===== src/rtl/u109_rd_drain.sv =====
// u109_rd_drain - read-domain drain engine for the U109 clock-crossing FIFO.
// Takes a (start address, length) command, pops longwords from the FIFO,
// stages up to four of them and issues each group on the local bus, either
// as an aligned 4-longword burst or as a single-longword cycle.
//
// Ports
//   rd_clk, rst_rd_n          read clock, synchronous active-low reset
//   cmd_valid/ready/addr/len  command handshake (ready only while idle)
//   fifo_ready/pop/data       FIFO read port (data valid the cycle after a pop)
//   bus_req/gnt               bus arbitration
//   bus_addr/data/burst/last  current longword presented to the bus target
//   bus_ack                   target accepted the current longword
//   busy, done                engine active / one-cycle completion pulse
//
// state | meaning
// ------+---------------------------------------------------------------
// IDLE  | waiting for a command, cmd_ready high
// FILL  | popping the FIFO until the group (4 or 1 words) is staged
// REQ   | group staged, requesting the bus
// XFER  | bus granted, issuing staged words one per bus_ack
// DONE  | one-cycle done pulse, then back to IDLE

module u109_rd_drain #(
  parameter int LEN_W = 16
) (
  input  logic             rd_clk,
  input  logic             rst_rd_n,
  input  logic             cmd_valid,
  output logic             cmd_ready,
  input  logic [31:0]      cmd_addr,
  input  logic [LEN_W-1:0] cmd_len,
  input  logic             fifo_ready,
  output logic             fifo_pop,
  input  logic [31:0]      fifo_data,
  output logic             bus_req,
  input  logic             bus_gnt,
  output logic [31:0]      bus_addr,
  output logic [31:0]      bus_data,
  output logic             bus_burst,
  output logic             bus_last,
  input  logic             bus_ack,
  output logic             busy,
  output logic             done
);

  typedef enum logic [2:0] {
    S_IDLE,
    S_FILL,
    S_REQ,
    S_XFER,
    S_DONE
  } state_t;

  state_t           state_q, state_d;
  logic [31:0]      addr_q;
  logic [LEN_W-1:0] remaining_q;
  logic [2:0]       target_q;
  logic [2:0]       staged_q;
  logic             in_flight_q;
  logic [1:0]       idx_q;
  logic [31:0]      stage_buf [4];

  logic [2:0]       target_c;
  logic [2:0]       fill_cnt;
  logic             last_c;

  // Group size is chosen fresh on every FILL visit, so a misaligned start
  // walks up to a 16-byte boundary with singles before bursting.
  assign target_c = ((remaining_q >= LEN_W'(4)) && (addr_q[3:2] == 2'b00)) ? 3'd4 : 3'd1;
  assign fill_cnt = staged_q + {2'b00, in_flight_q};
  assign last_c   = ({1'b0, idx_q} == (target_q - 3'd1));
  assign busy     = (state_q != S_IDLE);

  always_comb begin
    state_d   = state_q;
    cmd_ready = 1'b0;
    fifo_pop  = 1'b0;
    bus_req   = 1'b0;
    bus_addr  = 32'h0;
    bus_data  = 32'h0;
    bus_burst = 1'b0;
    bus_last  = 1'b0;
    done      = 1'b0;
    case (state_q)
      S_IDLE: begin
        cmd_ready = 1'b1;
        if (cmd_valid) begin
          state_d = (cmd_len == '0) ? S_DONE : S_FILL;
        end
      end
      S_FILL: begin
        // Count the word still in flight so we never over-pop the group.
        fifo_pop = fifo_ready && (fill_cnt < target_c);
        if (staged_q == target_c) begin
          state_d = S_REQ;
        end
      end
      S_REQ: begin
        bus_req = 1'b1;
        if (bus_gnt) begin
          state_d = S_XFER;
        end
      end
      S_XFER: begin
        // Grant is not re-checked here: once given it is held for the cycle.
        bus_req   = 1'b1;
        bus_addr  = addr_q;
        bus_data  = stage_buf[idx_q];
        bus_burst = (target_q == 3'd4);
        bus_last  = last_c;
        if (bus_ack && last_c) begin
          state_d = (remaining_q != LEN_W'(1)) ? S_FILL : S_DONE;
        end
      end
      S_DONE: begin
        done    = 1'b1;
        state_d = S_IDLE;
      end
      default: state_d = S_IDLE;
    endcase
  end

  always_ff @(posedge rd_clk) begin
    if (!rst_rd_n) begin
      state_q     <= S_IDLE;
      addr_q      <= 32'h0;
      remaining_q <= '0;
      target_q    <= 3'd1;
      staged_q    <= 3'd0;
      in_flight_q <= 1'b0;
      idx_q       <= 2'd0;
    end else begin
      state_q     <= state_d;
      in_flight_q <= fifo_pop;
      if (in_flight_q) begin
        stage_buf[staged_q[1:0]] <= fifo_data;
        staged_q                 <= staged_q + 3'd1;
      end
      case (state_q)
        S_IDLE: begin
          if (cmd_valid) begin
            addr_q      <= {cmd_addr[31:2], 2'b00};
            remaining_q <= cmd_len;
          end
        end
        S_FILL: begin
          target_q <= target_c;
        end
        S_XFER: begin
          if (bus_ack) begin
            idx_q       <= idx_q + 2'd1;
            addr_q      <= addr_q + 32'd4;
            remaining_q <= remaining_q - LEN_W'(1);
            if (last_c) begin
              idx_q    <= 2'd0;
              staged_q <= 3'd0;
            end
          end
        end
        default: ;
      endcase
    end
  end

endmodule


===== config.mk =====
export PLATFORM = sky130hd
export DESIGN_NAME = u109_rd_drain
export DESIGN_NICKNAME = d
export VERILOG_FILES = /design/src/rtl/u109_rd_drain.sv
export SDC_FILE = /design/constraint.sdc
export NUM_CORES = 1
export LEC_CHECK = 0
export ABC_CLOCK_PERIOD_IN_PS = 6700
export CELL_PAD_IN_SITES_DETAIL_PLACEMENT = 0
export CELL_PAD_IN_SITES_GLOBAL_PLACEMENT = 2
export CORE_MARGIN = 2
export CORE_UTILIZATION = 38
export CTS_CLUSTER_SIZE = 20
export DETAILED_ROUTE_END_ITERATION = 7
export GPL_TIMING_DRIVEN = 0
export PLACE_DENSITY_LB_ADDON = 0.12
export SLEW_MARGIN = 20
export SYNTH_ARGS = -nofsm -noshare
export SYNTH_HDL_FRONTEND = slang
export SYNTH_SLANG_ARGS = --single-unit
export TNS_END_PERCENT = 30

===== constraint.sdc =====
create_clock -name rd_clk -period 6.7 [get_ports rd_clk]
set_input_delay 1.34 -clock rd_clk [delete_from_list [all_inputs] [get_ports rd_clk]]
set_output_delay 1.34 -clock rd_clk [all_outputs]
set_load 0.01 [all_outputs]

==> metrics.txt <==
Total GRT Usage 21.9%; fmax 221 MHz; Die Area 0.0244 sq mm; largest net degree at the start of global routing 26; status finished, final reports clean; Mapped Cells 737; Synth top area share 43.7%; Final Hold Viols 0; maximum clock path buffer count 2; first-pass GRT wire length 39800 microns; Post-DP Area 0.0108 sq mm; nets 1010; Finished Cell Area 0.0113 sq mm; via count 6748; cts repair resizes 0; Max stage delay cell, worst path clkbuf_1; crit path from state_q[0]; Clk Latency, worst-skew pair 0.43 ns; Comb pwr share 9.4%; drt pass-1 iters 8; LEAKAGE 3.83 nW; Peak VDD IR 0.171 mV; Internal 0.00187 W; P per Cell Area 223 mW/mm^2; initial cell density of the core 38.7%; width of the die 156 microns; Reg2Reg Setup Slack 4.23 ns; min-delay worst type reg -> reg; commonest non-fill, non-tap cell in the layout clkdlybuf4s50_1; dominant cell type by area after synthesis edfxtp_1; core region area 0.0227 sq mm; Seq pwr share 51.0%; most frequent cells in the layout 151 x clkdlybuf4s50_1, 128 x edfxtp_1, 68 x and2_1, 59 x dfxtp_1, 55 x nand2_1; Syn. warnings 0; area grow syn2layout 29.0%; Hold Crit Endpoint remaining_q[7]; root buf cell clkbuf_16; #FFs+latches synth 187; RSZ-0062 raised after global routing no; min Tclk post-route 4.53 ns; Critical Path RT 5.36 ns; Max transition margin 46.2%; Psw 0.000661 W; number of global-route vias before repair 6889; GRT overflow 0; crit path launch type flip-flop; fill count 2034; syn_area_per_cell 11.9 sq um; Post-synth EDFFs 128; R2R Path Start state_q[2]; initial antenna violation count 1; Ant. Diodes 0; CP Max Fanout 10; Final Cycle Share 67.5%; Avg Vias per Cell 5.58; Clock Pin Slew Worst Setup and Hold Paths 0.07 ns; Crit Path Class reg -> out; GPL Wtd Cong 0.868; DRC Markers 0; Largest stage delay, worst path 0.63 ns; die height 156 microns; max-slew violations 0; sinks on the clock net 187; post-layout utilization of the core 50.0%; WHS 0.487 ns; synthesized cell area 0.00880 sq mm; Critical Path Most Common Cell clkbuf_1; CTS H-tree lvls 4; Main synth FF type edfxtp_1; r2r worst-path depth 7; Setup-failing EPs final 0; Cell variety after synth 70; CTS buffer count 17; top area cells in the synthesized netlist edfxtp_1 44%, dfxtp_1 13%, mux4_2 8.2%; async set-reset flop share out of synthesis 0%; part of the power in the clock network 39.6%; Clock Skew 0.0111 ns; Seq/Total Area, Yosys 57.1%; CTS Hold Bufs 0; Hold Path Depth 2; Avg WL per Cell 21.7 microns; sum of negative setup slack 0 ns; max-cap violation count 0; crit end category output port; Least-Margin Pin Slew 0.807 ns; CP Data Arrival Time 3.19 ns; hold_sp remaining_q[7]; dpl ws 2.55 ns; # port buffers 151; register area 0.00502 sq mm; buffers inserted by post-CTS timing repair 0; share of layout cells above drive strength 1 10.4%; CTS tree built; Std-Cell Rows 55; WL final 26300 microns; worst r2r dst addr_q[30]; DPL Wire Length 18400 microns; multi-input logic area 0.00351 sq mm; Top Ports 157; slack of the critical path 2.17 ns; sw frac 26.1%; CP cell instances and3b_1, clkbuf_1, clkbuf_1, clkbuf_1, and2_1, clkdlybuf4s50_1; drt initial violations 393; Post-DRT Antenna Nets 0
==> synth_stat cells (5+ instances only) <==
cell type,instances
inv_1,14
and2_1,68
nor4_1,13
mux2i_1,7
nand3_1,24
o21ai_0,28
mux4_2,32
nor2_1,50
or4_1,6
buf_2,8
clkbuf_1,40
and3_1,14
a2bb2oi_1,5
nand4_1,9
nand2_1,55
nor3b_1,5
or3_1,7
ha_1,12
a31oi_1,14
nor3_1,10
dfxtp_1,59
a21oi_1,38
o21a_1,5
edfxtp_1,128
==> flip-flops by register name (all words and copies together) (netlist names), named ones only <==
register / cells
stage_buf: 128
addr_q: 30
in_flight_q: 1
idx_q: 2
state_q: 3
staged_q: 3
remaining_q: 16
target_q: 2
==> power groups by stage <==
stage	clock (W)	sequential (W)	combinational (W)
after floorplan	0	0.00131	0.000123
after global placement	0	0.00131	0.000232
after detailed placement	0	0.00132	0.000236
after CTS	0.00103	0.00129	0.000237
after global routing	0.00107	0.00129	0.000260
final	0.00100	0.00129	0.000238
==> worst max-delay path, delay by kind of cell, from the launching register on <==
kind	cells	cell delay (ns)
flops	1	0.43
buf+inv	4	1.91
simple gates	2	0.41
==> how the worst max path moves through the flow <==
stage,to,cells after the start
finish,bus_data[29],6
CTS,bus_data[29],6
global route,bus_data[11],6
detailed placement,bus_data[23],6
floorplan,stage_buf[1][0],3
global placement,bus_data[17],6
==> per-stage QoR <==
| stage | instances | power (W) |
|---|---|---|
| after detailed placement | 1178 | 0.00155 |
| after CTS | 1210 | 0.00256 |
| after global placement | 1174 | 0.00155 |
| after global routing | 1210 | 0.00263 |
| final | 1210 | 0.00253 |
| after floorplan | 738 | 0.00143 |
==> layout make-up <==
class | instances | share of cell area, %
buffer | 52 | 1.87
clock buffer | 18 | 3.78
clock inverter | 14 | 1.48
inverter | 14 | 0.463
multi-input combinational | 485 | 31.0
sequential | 187 | 44.3
tap | 285 | 3.14
timing repair buffer | 155 | 14.0
==> cell families (layout without fill, tap and decap cells) <==
logic type	after synthesis	after routing	share of synthesized area [%]
XOR/XNOR	6	6	0.598
adder cells (fa/ha/maj)	12	12	1.71
multiplexers	40	40	9.12
AO/OA/AOI/OAI	142	142	10.8
flip-flops	187	187	57.1
other	1	2	0.0426
AND/OR/NAND/NOR	283	283	17.6
buffers and inverters	66	253	3.02
==> per-layer routing <==
metal  vias to the layer above  share of wire (%)  GRT usage [%]
li1                       3153                  -              -
met1                      3304                 41           26.7
met2                       249                 49           38.0
met3                        40                7.4           5.31
met4                         2                2.4           7.60
met5                         -              0.061              0
Note: power is estimated with default switching activity, not from simulation.
==> RTL edit 1 (same flow settings) <==
Encoding of `state_t`: now Gray code (3 bits for 5 states).
--- a/src/rtl/u109_rd_drain.sv
+++ b/src/rtl/u109_rd_drain.sv
@@ -44,11 +44,11 @@
 );
 
   typedef enum logic [2:0] {
-    S_IDLE,
-    S_FILL,
-    S_REQ,
-    S_XFER,
-    S_DONE
+    S_IDLE = 3'b000,
+    S_FILL = 3'b001,
+    S_REQ  = 3'b011,
+    S_XFER = 3'b010,
+    S_DONE = 3'b110
   } state_t;
 
   state_t           state_q, state_d;
Function: no difference found for any inputs over 10 cycles, from zero or initial values and one cycle with rst_rd_n low; not proved beyond that.
==> RTL edit 1 against the unedited design <==
  * Sequential cell count unchanged
  * Cell area rose by 0.23%
  * Highest routed layer unchanged
  * Area after synthesis decreased by 0.33%
  * Setup slack worse by 0.20 ns
  * Routed wire length up 0.92%
  * Critical path depth up 1
Power is not compared: it rests on default switching activity, and its combinational part moved more than twofold at a synthesized area within 25%.
==> RTL edit 1: results (changes against the unedited design) <==
| Metric | Value |
|---|---|
| Distinct cells, synth | 69 (-1.4%) |
| First-pass GRT wire length | 39550 µm (-0.66%) |
| FILL cells | 2002 (-1.6%) |
| Met3 WL post-DR | 1944 µm (+0.10%) |
| Drt wl/cell | 21.96 µm (+1.1%) |
| GRT Util Overall | 21.89% (-0.025 points) |
| Register area share after synthesis | 57.31% (+0.19 points) |
| Routed WL | 26530 µm (+0.92%) |
| Final Wtd Congestion | 0.8659 (-0.20%) |
| DRT iter0 DRCs | 452 (+15%) |
| Synth Area per Inst | 11.93 µm² (about the same) |
| CP max stage delay | 0.54 ns (-0.09 ns) |
| Largest net degree at the start of global routing | 23 (-12%) |
| Share of cells above drive strength 1 | 11.27% (+0.89 points) |
| GR Layer Usage met2 | 35.84% (-2.2 points) |
| List of most frequent post-synthesis cells | 128 x edfxtp_1, 66 x and2_1, 62 x nor2_1 |
| Largest cells by area after synthesis | edfxtp_1 44%, dfxtp_1 13%, mux4_2 8.2% |
| Clock-pin slew on the worst setup and hold paths | 0.09 ns (+0.02 ns) |
| Met1 Routed Length | 11160 µm (+4.3%) |
| Least-Margin Pin Slew | 0.8847 ns (+0.07727 ns) |
| NumNets Final | 1008 (-0.20%) |
| Inst Count DP | 1176 (-0.17%) |
| Asr flop ratio synth | 0% (unchanged) |
| Post-DP HPWL | 18720 µm (+1.7%) |
| WP data arrival | 3.38 ns (+0.19 ns) |
| Status | finished clean |
| DR vias/cell | 5.547 (-0.53%) |
| Met1 Track Usage GR | 28.31% (+1.6 points) |
## RTL edit 1: changes by cell type after synthesis, sizes merged, moves of 6 or more
cell and delta:
nor3 +6, nor2 +12, o21ai +8, nand2 -9, a21oi +10
## RTL edit 1: stage by stage
step                      hold WS, ns  area [µm²]  utilization, %  setup slack [ns]
after floorplan                0.4400        8771               -             3.617
after global placement         0.4519       10640           46.99             2.359
after detailed placement       0.4731       10750           47.50             2.434
after CTS                      0.4849       11380           50.25             1.929
after global routing           0.5051       11380           50.25             1.743
final                          0.4856       11380           50.25             1.980
## RTL edit 1: final timing paths
check | depth (start not counted) | start | slack, ns | to
max | 7 | state_q[0] | 1.98 | bus_data[22]
min | 2 | remaining_q[1] | 0.49 | remaining_q[1]
max reg2reg | 7 | state_q[1] | 4.13 | remaining_q[7]
min reg2reg | 2 | remaining_q[1] | 0.49 | remaining_q[1]
## RTL edit 1: power breakdown
part / internal [µW] / total [µW] / switching [µW] / leakage (µW)
combinational: 412 / 989 / 577 / 0.00191
sequential: 1310 / 1410 / 94.6 / 0.00164
clock: 520 / 1050 / 533 / 0.000303
## RTL edit 1: cell type report
class | instances | area share (%)
plain buffers | 50 | 1.782
clock buffers | 17 | 3.740
clock inverters | 15 | 1.727
inverters | 15 | 0.4949
multi-input cells | 484 | 30.70
flip-flops and latches | 187 | 44.17
well taps | 285 | 3.135
repair buffers | 155 | 14.25
## RTL edit 1: kinds of logic after synthesis
logic type                 Yosys count  share of synthesized area (%)
xor gates and xnor gates             4                         0.3997
DFF                                187                          57.31
other                                1                        0.04277
adders and majority gates           12                          1.713
and+or+nand+nor                    269                          16.71
AOI/OAI and AO/OA                  161                          12.19
buffers and inverters               65                          2.954
muxes                               36                          8.677
==> RTL edit 2 (same flow settings) <==
Made on the original files. Set the parameter `LEN_W` to 8 (it was 16).
--- a/src/rtl/u109_rd_drain.sv
+++ b/src/rtl/u109_rd_drain.sv
@@ -21,7 +21,7 @@
 // DONE  | one-cycle done pulse, then back to IDLE
 
 module u109_rd_drain #(
-  parameter int LEN_W = 16
+  parameter int LEN_W = 8
 ) (
   input  logic             rd_clk,
   input  logic             rst_rd_n,
Ports: changed (resized cmd_len); port bits go from 157 to 149. No check against the original RTL was run, so the function may have changed too.
==> RTL edit 2 against the unedited design <==
  * Total power barely moved
  * Count of clock-buffer cells in the layout fell by 1
  * Largest cell class unchanged
  * Combinational power fell by 7%
  * Clock skew fell by 0.0021 ns
  * Routed wire length fell by 10%
  * Cell area fell by 5.1%
  * Die area fell by 6.0%
  * Sequential cell count fell by 8
  * Setup slack got worse by 0.11 ns
  * Sequential share of layout area rose by 0.88 points
  * Area after synthesis fell by 6.1%
==> RTL edit 2: results (changes against the unedited design) <==
| Metric | Value |
|---|---|
| Status | finished clean |
| Drt wl/cell | 21.28 µm (-2.0%) |
| Worst Hold Launch | remaining_q[1] |
| Synth Area in XOR/XNOR | 0.4242% (-0.17 points) |
| Post-Place Worst Slack | 2.490 ns (-0.05988 ns) |
| Max clock buf depth | 2 (unchanged) |
| Total Power | 2530 µW (about the same) |
| Met3 WL post-DR | 1601 µm (-18%) |
| Multiplexer share of the synthesized area | 9.470% (+0.35 points) |
| Logic pwr share | 8.8% (-0.6 points) |
| Final period util | 69.18% (+1.6 points) |
| Maximum VDD drop | 0.0001670 V (-2.6%) |
| GR Layer Usage met2 | 36.22% (-1.8 points) |
| Net Sw Frac | 26.10% (about the same) |
| CP endpoint | bus_addr[20] |
| Post-synthesis adder-cell area fraction | 1.818% (+0.11 points) |
| GRT Util Overall | 21.32% (-0.60 points) |
| Seq group | 1240 µW (-4%) |
| Worst setup startpoint | state_q[2] |
| Clock Skew | 0.009017 ns (-0.002093 ns) |
| Post-DP HPWL | 16750 µm (-9.0%) |
| Post-CTS Setup Inserts | 0 (unchanged) |
| First-pass GRT wire length | 35710 µm (-10%) |
| Vias in the first global route | 6165 (-11%) |
| Residual DRC | 0 (unchanged) |
| WP data arrival | 3.29 ns (+0.10 ns) |
| Register area share after synthesis | 58.91% (+1.8 points) |
| Largest cells by area after synthesis | edfxtp_1 47%, dfxtp_1 12%, mux4_2 8.7% |
| IO Port Bufs | 143 (-5.3%) |
| Detailed-route via count | 6099 (-9.6%) |
| Pre-antenna DRT Iters | 5 (-3) |
| Max FFs per register | 128 (unchanged) |
| Met1 Routed Length | 10210 µm (-4.6%) |
| Distinct cells, synth | 74 (+5.7%) |
| Met2 WL | 11530 µm (-11%) |
| Hold Path Sink | remaining_q[1] |
| Share of cells above drive strength 1 | 12.93% (+2.6 points) |
| R2r setup slk | 4.32 ns (+0.09 ns) |
| NumNets Final | 912 (-9.7%) |
| Met1 Track Usage GR | 27.35% (+0.60 points) |
| FILL cells | 1865 (-8.3%) |
| List of most frequent post-synthesis cells | 128 x edfxtp_1, 67 x and2_1, 51 x dfxtp_1 |
| Final Wtd Congestion | 0.8740 (+0.74%) |
| DRT iter0 DRCs | 436 (+11%) |
| Pleak | 0.003651 µW (-4.7%) |
| Compound-Gate Fraction of Synth Area | 9.742% (-1.1 points) |
| Reg2Reg Depth | 6 (-1) |
| Reg2reg end | addr_q[8] |
| Least-Margin Pin Slew | 0.7915 ns (-0.01595 ns) |
| Grt met3 use | 5.331% (+0.026 points) |
## RTL edit 2: worst max-delay path, stage by stage (launching register included)
cell and delay (ns):
dfxtp_1 0.32, buf_6 0.14, and3b_1 0.20, clkbuf_1 0.42, clkbuf_1 0.54, clkbuf_1 0.44
and2_1 0.24, clkdlybuf4s50_1 0.55
## RTL edit 2: stage by stage
step                      instances  hold WS, ns  area, µm²
after global routing           1110       0.5306      10770
after CTS                      1110       0.4960      10770
after global placement         1074       0.4764      10040
final                          1111       0.5039      10770
after floorplan                 656       0.4541       8262
after detailed placement       1078       0.4852      10120
## RTL edit 2: layout make-up
class	instances	area share, %
Multi-Input combinational cell	420	29.11
Sequential cell	179	45.16
Tap cell	275	3.194
Timing Repair Buffer	147	14.03
Clock inverter	15	2.067
Buffer	44	2.021
Clock buffer	17	3.949
Antenna cell	1	0.02323
Inverter	13	0.4530
